[src/rtl/riscv_pkg.sv]
// riscv_pkg: shared control-word layout, bubble encoding and base opcodes for the RV64 pipeline
package riscv_pkg;
    localparam int CTRL_W = 8;
    localparam int CTRL_ALU_SRC = 7;
    localparam int CTRL_MEM_TO_REG = 6;
    localparam int CTRL_REG_WRITE = 5;
    localparam int CTRL_MEM_READ = 4;
    localparam int CTRL_MEM_WRITE = 3;
    localparam int CTRL_BRANCH = 2;
    localparam int CTRL_ALU_OP_HI = 1;
    localparam int CTRL_ALU_OP_LO = 0;
    localparam logic [CTRL_W-1:0] CTRL_BUBBLE = 8'h00;
    localparam logic [6:0] OP_RTYPE = 7'b0110011;
    localparam logic [6:0] OP_LD = 7'b0000011;
    localparam logic [6:0] OP_SD = 7'b0100011;
    localparam logic [6:0] OP_BEQ = 7'b1100011;
endpackage

[src/rtl/load_use_detect.sv]
// load_use_detect: flags a load in ID/EX whose destination feeds the instruction in ID
module load_use_detect #(
    parameter int REG_AW = 5
) (
    input  logic              ex_mem_read,
    input  logic              ex_valid,
    input  logic [REG_AW-1:0] ex_rd,
    input  logic              id_valid,
    input  logic [REG_AW-1:0] id_rs1,
    input  logic [REG_AW-1:0] id_rs2,
    output logic              hazard
);
    assign hazard = ex_mem_read & ex_valid & (ex_rd != '0) & id_valid &
                    ((ex_rd == id_rs1) | (ex_rd == id_rs2));
endmodule

[src/rtl/id_ex_stage.sv]
// id_ex_stage: ID/EX pipeline register with load-use stall, flush and hold.
// Define ID_EX_STALL_COUNT_EN to build the saturating stall-cycle counter.
module id_ex_stage
    import riscv_pkg::*;
#(
    parameter int XLEN = 64,
    parameter int REG_AW = 5
) (
    input  logic              i_clk,
    input  logic              i_rst_n,
    input  logic              i_id_valid,
    input  logic [CTRL_W-1:0] i_ctrl,
    input  logic [REG_AW-1:0] i_rs1,
    input  logic [REG_AW-1:0] i_rs2,
    input  logic [REG_AW-1:0] i_rd,
    input  logic [XLEN-1:0]   i_rdata1,
    input  logic [XLEN-1:0]   i_rdata2,
    input  logic [XLEN-1:0]   i_imm,
    input  logic [3:0]        i_funct,
    input  logic              i_flush,
    input  logic              i_hold,
    output logic              o_pc_write,
    output logic              o_if_id_write,
    output logic [CTRL_W-1:0] o_ctrl,
    output logic              o_valid,
    output logic [REG_AW-1:0] o_rs1,
    output logic [REG_AW-1:0] o_rs2,
    output logic [REG_AW-1:0] o_rd,
    output logic [XLEN-1:0]   o_rdata1,
    output logic [XLEN-1:0]   o_rdata2,
    output logic [XLEN-1:0]   o_imm,
    output logic [3:0]        o_funct,
    output logic [31:0]       o_stall_count
);
    logic hazard;
    logic stall;
    logic bubble;

    load_use_detect #(.REG_AW(REG_AW)) u_lud (
        .ex_mem_read(o_ctrl[CTRL_MEM_READ]),
        .ex_valid   (o_valid),
        .ex_rd      (o_rd),
        .id_valid   (i_id_valid),
        .id_rs1     (i_rs1),
        .id_rs2     (i_rs2),
        .hazard     (hazard)
    );

    assign stall = hazard & ~i_flush & ~i_hold;
    assign bubble = i_flush | stall;
    assign o_pc_write = ~(stall | i_hold);
    assign o_if_id_write = o_pc_write;

    // Data fields always load when not held; only ctrl/valid are squashed to form a bubble.
    always_ff @(posedge i_clk or negedge i_rst_n) begin
        if (!i_rst_n) begin
            o_ctrl   <= CTRL_BUBBLE;
            o_valid  <= 1'b0;
            o_rs1    <= '0;
            o_rs2    <= '0;
            o_rd     <= '0;
            o_rdata1 <= '0;
            o_rdata2 <= '0;
            o_imm    <= '0;
            o_funct  <= '0;
        end else if (!i_hold) begin
            o_ctrl   <= (bubble | ~i_id_valid) ? CTRL_BUBBLE : i_ctrl;
            o_valid  <= ~bubble & i_id_valid;
            o_rs1    <= i_rs1;
            o_rs2    <= i_rs2;
            o_rd     <= i_rd;
            o_rdata1 <= i_rdata1;
            o_rdata2 <= i_rdata2;
            o_imm    <= i_imm;
            o_funct  <= i_funct;
        end
    end

`ifdef ID_EX_STALL_COUNT_EN
    always_ff @(posedge i_clk or negedge i_rst_n) begin
        if (!i_rst_n)
            o_stall_count <= '0;
        else if (stall && o_stall_count != '1)
            o_stall_count <= o_stall_count + 32'd1;
    end
`else
    assign o_stall_count = '0;
`endif
endmodule

[config.mk]
export PLATFORM = sky130hd
export DESIGN_NAME = id_ex_stage
export DESIGN_NICKNAME = d
export VERILOG_FILES = /design/src/rtl/riscv_pkg.sv /design/src/rtl/load_use_detect.sv /design/src/rtl/id_ex_stage.sv
export SDC_FILE = /design/constraint.sdc
export NUM_CORES = 1
export LEC_CHECK = 0
export ABC_AREA = 1
export CAP_MARGIN = 20
export CORE_AREA = 4 4 184 186
export CTS_CLUSTER_DIAMETER = 40
export DETAILED_ROUTE_END_ITERATION = 8
export DIE_AREA = 0 0 188 190
export HOLD_SLACK_MARGIN = 0.08
export PLACE_DENSITY_LB_ADDON = 0.3
export RECOVER_POWER = 25
export SLEW_MARGIN = 20
export SYNTH_ARGS = -nofsm -noshare
export SYNTH_HDL_FRONTEND = slang
export SYNTH_SLANG_ARGS = --single-unit
[constraint.sdc]
create_clock -name i_clk -period 1.4 [get_ports i_clk]
set_input_delay 0.14 -clock i_clk [delete_from_list [all_inputs] [get_ports i_clk]]
set_output_delay 0.14 -clock i_clk [all_outputs]
set_load 0.02 [all_outputs]
==> flow_summary.yaml, run 1 <==
synth:
  yosys-top-cells-count: "651 x nand2_1, 220 x dfrtp_1, 38 x buf_4, 37 x buf_2, 13 x inv_1"
  synth.ff_latch_count: 220
  synth_area_leaders: "dfrtp_1 63%, nand2_1 28%, buf_4 3.3%"
  async_flop_share: 1.00
  ys_seq_area_frac: 0.629
  synth_top_area_frac: 0.629
  syn_avg_cell_area_um2: 8.71
  yosysMostFrequentCell: "nand2_1"
  synth_edf_count: 0
  postSynthCellCount: 1006
  syn_area_mm2: 0.00876
  yosys_warnings: 0
  ys_types: 20
  yosysTopAreaCell: "dfrtp_1"
  synth_ff_type: "dfrtp_1"
setup_path:
  arrival_ns: 1.66
  crit_path_end_kind: "primary output"
  worstPathRequired_ns: 1.26
  critPathLaunchType: "flip-flop"
  critPathKind: "flip-flop to primary output"
  crit_fanout: 5
outcome:
  violations: "setup timing"
  status: "complete, but fails checks"
routing:
  vias_per_cell: 4.14
  drt_iter0_drc: 332
  wl_per_cell_um: 15.8
  vias: 8079
  drc: 0
  wl_mm: 30.9
  ant_nets: 0
  drtPass1Iterations: 4
cts:
  clockRootBuffer: "clkbuf_16"
  path_clk_slew_ns: 0.05
  clockBufferDepth: 3
  cts_sinks: 220
  cts_made_buffers: 43
  worstSkewPairLatency_ns: 0.51
  cts_tree: "built"
  ctsHtreeMaxLevel: 2
floorplan:
  core_mm2: 0.0323
  die_x_um: 188
  start_util: 0.271
  dieArea_mm2: 0.0357
  die_h_um: 190
  rows: 66
  io_pins: 478
placement:
  dp_hpwl_mm: 22.4
  placement.io_buffers: 445
  gp_congestion: 0.828
  dp_cells: 1869
finish:
  fin_cells: 1950
  drive_gt1_frac: 0.110
  nets: 1698
  syn_to_final_growth_pct: 71.7
  n_antenna_cell: 0
timing:
  slew_headroom: 0.0698
  fin_skew_ns: 0.00731
  final.min_clock_period_ns: 1.80
  max_freq_ghz: 0.555
  maxSlewViolCount: 0
  rsz0062_at_grt: "true"
  fin_crit_sh: 1.29
  fin_setup_tns_ns: -0.907
  setup_viol: 6
  finalHoldViolCount: 0
  tightestPinTransition_ns: 1.40
  fin_ws_ns: -0.402
run:
  drv_cap: 0
grt:
  track_usage: 0.166
  grt_start_max_net_pins: 117
  grt_pass1_vias: 8408
  antenna_found_initial: 2
  grt_pass1_wl_mm: 47.5
  grt-ovfl-total: 0
power_and_ir_drop:
  p_leak_uw: 0.00777
  vdd_drop_max_uv: 847
  power.density_mw_per_mm2: 1420
worst_hold_path:
  hold_path_class: "input port to flip-flop"
## layer usage
metal / vias to the layer above / part of all wire / GRT usage
met2: 362 / 0.48 / 0.276
met3: 39 / 0.11 / 0.0780
li1: 3935 / - / -
met5: - / 0.00084 / 0
met4: 4 / 0.018 / 0.0415
met1: 3739 / 0.39 / 0.194
## repair_timing
| action | 4_1_cts | 5_1_grt |
|---|---|---|
| gates resized for setup | 296 | 127 |
| endpoints found under the setup margin | 231 | 118 |
| endpoints found under the hold margin | 220 | 0 |
| hold buffers | 1 | 0 |
| buffers inserted | 0 | 1 |
| pin swaps | 1 | 6 |
## flip-flops by register name, indices dropped and copies added (netlist names)
register  flops
o_ctrl        8
o_funct       4
o_imm        64
o_rd          5
o_rdata1     64
o_rdata2     64
o_rs1         5
o_rs2         5
o_valid       1
## report_power, final
group | switching (uW) | total [uW] | internal, uW
Combinational | 1950 | 3440 | 1490
Clock | 3630 | 10700 | 7120
Sequential | 310 | 7240 | 6930
## final cells by class
| cell class | instances | area (um2) |
|---|---|---|
| Fill cell | 3116 | 17200 |
| Clock inverter | 27 | 343 |
| Tap cell | 442 | 553 |
| Inverter | 15 | 68.8 |
| Sequential cell | 220 | 5510 |
| Clock buffer | 52 | 1190 |
| Timing Repair Buffer | 474 | 4560 |
| Multi-Input combinational cell | 720 | 2810 |
## worst max-delay path, cell delays in order (launching register included)
cell and delay, ns:
dfrtp_2 0.44, nor2_1 0.11, nand4_1 0.09, nand4_1 0.08, inv_1 0.10, a21oi_4 0.20
buf_6 0.14
## worst paths after layout
kind                               from           end  slack, ns  cells after the start
min reg2reg                o_rdata1[27]  o_rdata1[27]       0.47                      2
min                              i_hold  o_rdata1[22]       0.08                      4
max                             o_rd[3]    o_pc_write      -0.40                      6
min in group asynchronous       i_rst_n      o_rs1[3]       0.37                      2
max reg2reg                     o_rd[2]     o_ctrl[1]      -0.02                     10
max in group asynchronous       i_rst_n  o_rdata2[38]       0.11                      3
## through the flow
stage	instance area, um2	setup WS (ns)	utilization	hold slack, ns	power [uW]
after global routing	15000	-0.520	0.466	0.105	22400
after detailed placement	13700	-0.612	0.424	0.0460	11200
after CTS	15000	-0.439	0.465	0.101	21700
after floorplan	8890	0.0129	-	-0.156	8900
after global placement	13700	-0.591	0.424	0.0472	11100
final	15000	-0.402	0.466	0.0844	21400
## layout by cell type (no fill, tap or decap), types with 2 or more instances in the layout
cell type / netlist / layout
buf_12: 0 / 8
clkinvlp_4: 0 / 4
dlygate4sd2_1: 0 / 92
xnor2_1: 2 / 2
clkdlybuf4s50_1: 0 / 221
buf_2: 37 / 4
buf_6: 0 / 8
conb_1: 1 / 32
clkinv_4: 0 / 6
clkbuf_8: 3 / 4
dfrtp_1: 220 / 215
nand3_1: 3 / 3
inv_6: 0 / 5
clkdlybuf4s15_2: 0 / 9
nand2_4: 1 / 2
nand2_2: 1 / 5
clkinv_2: 0 / 2
nand4_1: 10 / 10
nor2_2: 0 / 3
buf_4: 38 / 16
clkbuf_2: 0 / 21
inv_2: 1 / 5
inv_8: 0 / 5
clkdlybuf4s15_1: 0 / 93
inv_1: 13 / 9
dfrtp_2: 0 / 5
clkbuf_16: 0 / 45
clkbuf_1: 3 / 3
nor2_1: 7 / 4
o21ai_0: 11 / 11
bufinv_16: 0 / 5
nand2_1: 651 / 646
## cells by family (layout without fill, tap and decap cells)
logic type / count (synthesis) / in the layout / share of synthesized area
and+or+nand+nor: 674 / 674 / 0.294
other: 1 / 32 / 0.000428
AOI/OAI and AO/OA: 12 / 12 / 0.00686
buffers and inverters: 97 / 568 / 0.0680
xor gates and xnor gates: 2 / 2 / 0.00200
DFF: 220 / 220 / 0.629
Power figures use the tool's default switching activity.
==> run 2, diff against run 1 <==
- SKIP_CTS_REPAIR_TIMING: default -> 1
==> flow_summary.yaml, run 2 (synthesis gave the netlist of run 1 again) <==
outcome:
  status: "complete, but fails checks"
  violations: "setup timing"
setup_path:
  crit_path_end_kind: "primary output"
  crit_fanout: 3
  cpMostUsedCell: "nand2_1"
  slowest_stage: "dfrtp_2"
  max_stage_delay_ns: 0.40
  worstPathRequired_ns: 1.26
  path_cells: "buf_4, nand2_1, nand2_1, nor2_2, nand3_1, nand2_2, a21oi_4, buf_6"
  critPathLaunchType: "flip-flop"
  arrival_ns: 1.67
  critPathKind: "flip-flop to primary output"
timing:
  setup_viol: 11
  finalHoldViolCount: 0
  maxSlewViolCount: 0
  fin_ws_ns: -0.414
  fin_crit_sh: 1.30
  fin_skew_ns: 0.00865
  whs_ns: 0.151
  rsz0062_at_grt: "true"
  slew_headroom: 0.0881
  max_freq_ghz: 0.551
  tightestPinTransition_ns: 1.37
  final.min_clock_period_ns: 1.81
routing:
  vias: 8081
  wl_mm: 31.2
  wl_per_cell_um: 16.0
  drt_iter0_drc: 314
  drtPass1Iterations: 4
  drc: 0
  vias_per_cell: 4.15
  ant_nets: 0
power_and_ir_drop:
  comb_power_share: 0.170
  swShare: 0.272
  vdd_drop_max_uv: 841
  switchingPower_uw: 5880
  p_leak_uw: 0.00989
  totalPowerFinal_uw: 21700
  clkPwrFrac: 0.497
  seqPwrFrac: 0.334
  power.density_mw_per_mm2: 1370
  power.internal_uw: 15800
grt:
  grt-ovfl-total: 0
  grt_pass1_wl_mm: 47.5
  met3_usage: 0.0789
  grt_pass1_vias: 8408
  grt_util_met1: 0.193
  use_met2: 0.276
  antenna_found_initial: 2
  track_usage: 0.166
  gr-max-usage-layer: "met2"
  grt_start_max_net_pins: 117
floorplan:
  die_x_um: 188
  dieArea_mm2: 0.0357
  start_util: 0.271
  rows: 66
  die_h_um: 190
  io_pins: 478
  core_mm2: 0.0323
finish:
  drive_gt1_frac: 0.0869
  top_regs: "o_imm x64, o_rdata1 x64, o_rdata2 x64"
  fin_cells: 1949
  final_cell_mix: "650 x nand2_1, 221 x clkdlybuf4s50_1, 215 x dfrtp_1"
  nets: 1697
  utilization: 0.488
  syn_to_final_growth_pct: 79.8
  n_antenna_cell: 0
  final_common_cell: "nand2_1"
worst_hold_path:
  hold_path_class: "input port to flip-flop"
cts:
  path_clk_slew_ns: 0.05
  clockBufferDepth: 3
  cts_made_buffers: 43
  clockRootBuffer: "clkbuf_16"
  ctsHtreeMaxLevel: 2
  worstSkewPairLatency_ns: 0.51
  cts_sinks: 220
  cts_tree: "built"
placement:
  placement.io_buffers: 445
  gp_congestion: 0.828
  dp_hpwl_mm: 22.4
  dp_cells: 1869
  pre_cts_ws_ns: -0.612
run:
  drv_cap: 0
-- run 2: cell types whose count changed in the layout (fill, tap and decap cells not counted), moves of 2 or more --
| cell | previous run | this run |
|---|---|---|
| buf_2 | 4 | 1 |
| dlymetal6s2s_1 | 0 | 214 |
| clkbuf_2 | 21 | 4 |
| clkdlybuf4s15_2 | 9 | 0 |
| nand2_2 | 5 | 2 |
| clkdlybuf4s15_1 | 93 | 0 |
| dlygate4sd2_1 | 92 | 0 |
| buf_6 | 8 | 6 |
| nand2_1 | 646 | 650 |
-- run 2: critical path: cells and delay by family (launching register included) --
kind | cells | cell delay, ns
buffers and inverters | 2 | 0.27
DFF | 1 | 0.40
AOI/OAI and AO/OA | 1 | 0.07
and+or+nand+nor | 5 | 0.43
-- run 2: stage by stage --
step	area, um2	TNS, ns
finish	15800	-1.09
CTS	15200	-58.30
floorplan	8890	0
detailed placement	13700	-3.48
global placement	13700	-3.28
global route	15800	-13.83
-- run 2: area by class of cell --
cell class / count / area, um2
Inverter: 15 / 68.8
Multi-Input combinational cell: 720 / 2800
Timing Repair Buffer: 473 / 5290
Clock buffer: 52 / 1190
Fill cell: 3001 / 16500
Sequential cell: 220 / 5510
Clock inverter: 27 / 343
Tap cell: 442 / 553
-- run 2: final timing paths --
kind,startpoint,endpoint,slack (ns),cells past startpoint
worst min-delay path,i_hold,o_rdata1[22],0.15,4
worst max register to register,o_rd[2],o_ctrl[1],-0.05,10
max in group asynchronous,i_rst_n,o_rdata2[38],0.10,3
worst min register to register,o_rdata1[27],o_rdata1[27],0.47,2
worst max-delay path,o_rd[2],o_pc_write,-0.41,8
min in group asynchronous,i_rst_n,o_rs1[3],0.38,2
-- run 2: layer usage --
layer / up-vias / share of wire
met5: - / 0.00083
met4: 4 / 0.020
met3: 43 / 0.11
met2: 367 / 0.48
met1: 3733 / 0.40
li1: 3934 / -
-- run 2: power by group through the flow --
stage | combinational [uW] | sequential [uW] | clock, uW
floorplan | 882 | 8020 | 0
global placement | 3820 | 7320 | 0
detailed placement | 3820 | 7330 | 0
CTS | 3840 | 7250 | 11000
global route | 3960 | 7300 | 11400
finish | 3680 | 7220 | 10800
==> run 3, diff against run 2 <==
- CORE_AREA: 4 4 184 186 -> 2 2 188 190
- DIE_AREA: 0 0 188 190 -> 0 0 190 192
- SKIP_CTS_REPAIR_TIMING: 1 -> default
==> flow_summary.yaml, run 3 (synthesis gave the netlist of run 1 again) <==
outcome:
  status: "complete, but fails checks"
  violations: "setup timing"
setup_path:
  critPathKind: "flip-flop to primary output"
  max_stage_delay_ns: 0.43
  crit_fanout: 4
  rr_worst_depth: 10
  arrival_ns: 1.70
  slowest_stage: "dfrtp_2"
  rr_endpoint: "o_ctrl[1]"
  path_cells: "inv_2, nand4_1, nand4_1, inv_2, a21oi_4, buf_6"
  r2r_slack_ns: -0.06
  critPathLaunchType: "flip-flop"
  crit_buf_inv: 3
  crit_path_end_kind: "primary output"
  rr_startpoint: "o_rd[2]"
  worstPathRequired_ns: 1.26
  critical_path.top_delay_family: "flip-flops"
finish:
  final_cell_mix: "651 x nand2_1, 221 x clkdlybuf4s50_1, 216 x dfrtp_1"
  top_regs: "o_imm x64, o_rdata1 x64, o_rdata2 x64"
  nets: 1703
  drive_gt1_frac: 0.102
  final_common_cell: "nand2_1"
  n_antenna_cell: 0
  syn_to_final_growth_pct: 69.3
  fin_cells: 1963
timing:
  fin_crit_sh: 1.32
  final.min_clock_period_ns: 1.84
  fin_ws_ns: -0.445
  whs_ns: 0.157
  finalHoldViolCount: 0
  setup_viol: 12
  tightestPinTransition_ns: 0.734
  slew_headroom: 0.511
  fin_skew_ns: 0.00634
  rsz0062_at_grt: "true"
  max_freq_ghz: 0.542
  maxSlewViolCount: 0
routing:
  drc: 0
  drtPass1Iterations: 6
  vias_per_cell: 4.13
  wl_mm: 29.8
  vias: 8098
  wl_per_cell_um: 15.2
  ant_nets: 0
  drt_iter0_drc: 288
placement:
  gp_congestion: 0.846
  placement.io_buffers: 445
  dp_hpwl_mm: 21.4
  dp_cells: 1890
grt:
  track_usage: 0.160
  grt_pass1_vias: 8365
  gr-max-usage-layer: "met2"
  grt_pass1_wl_mm: 46.2
  antenna_found_initial: 0
  grt-ovfl-total: 0
  use_met2: 0.263
  met3_usage: 0.0643
  grt_util_met1: 0.195
  grt_start_max_net_pins: 108
cts:
  cts_sinks: 220
  clockRootBuffer: "clkbuf_16"
  path_clk_slew_ns: 0.06
  cts_made_buffers: 38
  worstSkewPairLatency_ns: 0.50
  clockBufferDepth: 3
  ctsHtreeMaxLevel: 2
  cts_tree: "built"
power_and_ir_drop:
  p_leak_uw: 0.00768
  power.density_mw_per_mm2: 1340
  vdd_drop_max_uv: 796
floorplan:
  die_h_um: 192
  dieArea_mm2: 0.0365
  io_pins: 478
  die_x_um: 190
  rows: 68
  start_util: 0.255
  core_mm2: 0.0343
worst_hold_path:
  hp-start: "i_rdata2[17]"
  whs_path_depth: 3
  hold_path_end: "o_rdata2[17]"
  hold_path_class: "input port to flip-flop"
run:
  drv_cap: 0
run 3: changes by cell type in the layout (fill, tap and decap cells not counted), sizes merged:
cell           previous run  this run
clkinv                    8         7
clkdlybuf4s15             0        92
clkinvlp                  4         7
inv                      25        24
dlygate4sd3               1         2
bufinv                    5         3
dlygate4sd2               0       105
buf                      32        42
dlymetal6s2s            214         0
clkbuf                   57        65
run 3: layout make-up:
| class | count | area (um2) |
|---|---|---|
| clock inverters | 26 | 267 |
| repair buffers | 484 | 4600 |
| multi-input cells | 720 | 2800 |
| flip-flops and latches | 220 | 5510 |
| inverters | 15 | 68.8 |
| clock buffers | 43 | 1020 |
| fillers | 3370 | 19500 |
| well taps | 455 | 569 |
run 3: stage by stage:
step | TNS, ns | worst slack, ns | instance area (um2) | power, uW | utilization
after CTS | -2.40 | -0.501 | 14800 | 20200 | 0.433
after floorplan | 0 | 0.0129 | 8890 | 8900 | -
after global routing | -2.59 | -0.545 | 14800 | 20900 | 0.432
after detailed placement | -3.79 | -0.651 | 13800 | 11200 | 0.402
after global placement | -3.85 | -0.666 | 13800 | 11100 | 0.402
final | -1.32 | -0.445 | 14800 | 19900 | 0.432
run 3: how the worst max path moves through the flow:
stage / start / endpoint / slack, ns / cells after the start
after floorplan: o_rd[2] / o_pc_write / 0.01 / 8
after global placement: i_rs2[0] / o_if_id_write / -0.67 / 8
after detailed placement: i_rs2[0] / o_pc_write / -0.65 / 8
after CTS: o_rd[3] / o_pc_write / -0.50 / 6
after global routing: o_rd[0] / o_pc_write / -0.55 / 8
final: o_rd[0] / o_pc_write / -0.44 / 6
run 3: power by group:
part           total [uW]  switching [uW]  internal, uW
Sequential           7220             298          6930
Combinational        3420            1940          1490
Clock                9230            3340          5890
run 3: what timing repair did:
item | CTS | global route
resized for setup | 299 | 96
setup buffers | 1 | 2
endpoints found under the setup margin | 231 | 97
pin swaps | 3 | 9
endpoints found under the hold margin | 236 | 0
hold buffers | 2 | 0
run 3: tightest hold or removal path: cells and delay by family:
family,cells,cell delay (ns)
AND/OR/NAND/NOR,2,0.10
buffers and inverters,1,0.39
run 3: routing by layer:
layer / wire (um) / up-vias
li1: - / 3935
met1: 12400 / 3781
met2: 13800 / 349
met3: 3210 / 33
met4: 482 / 0
met5: 0 / -
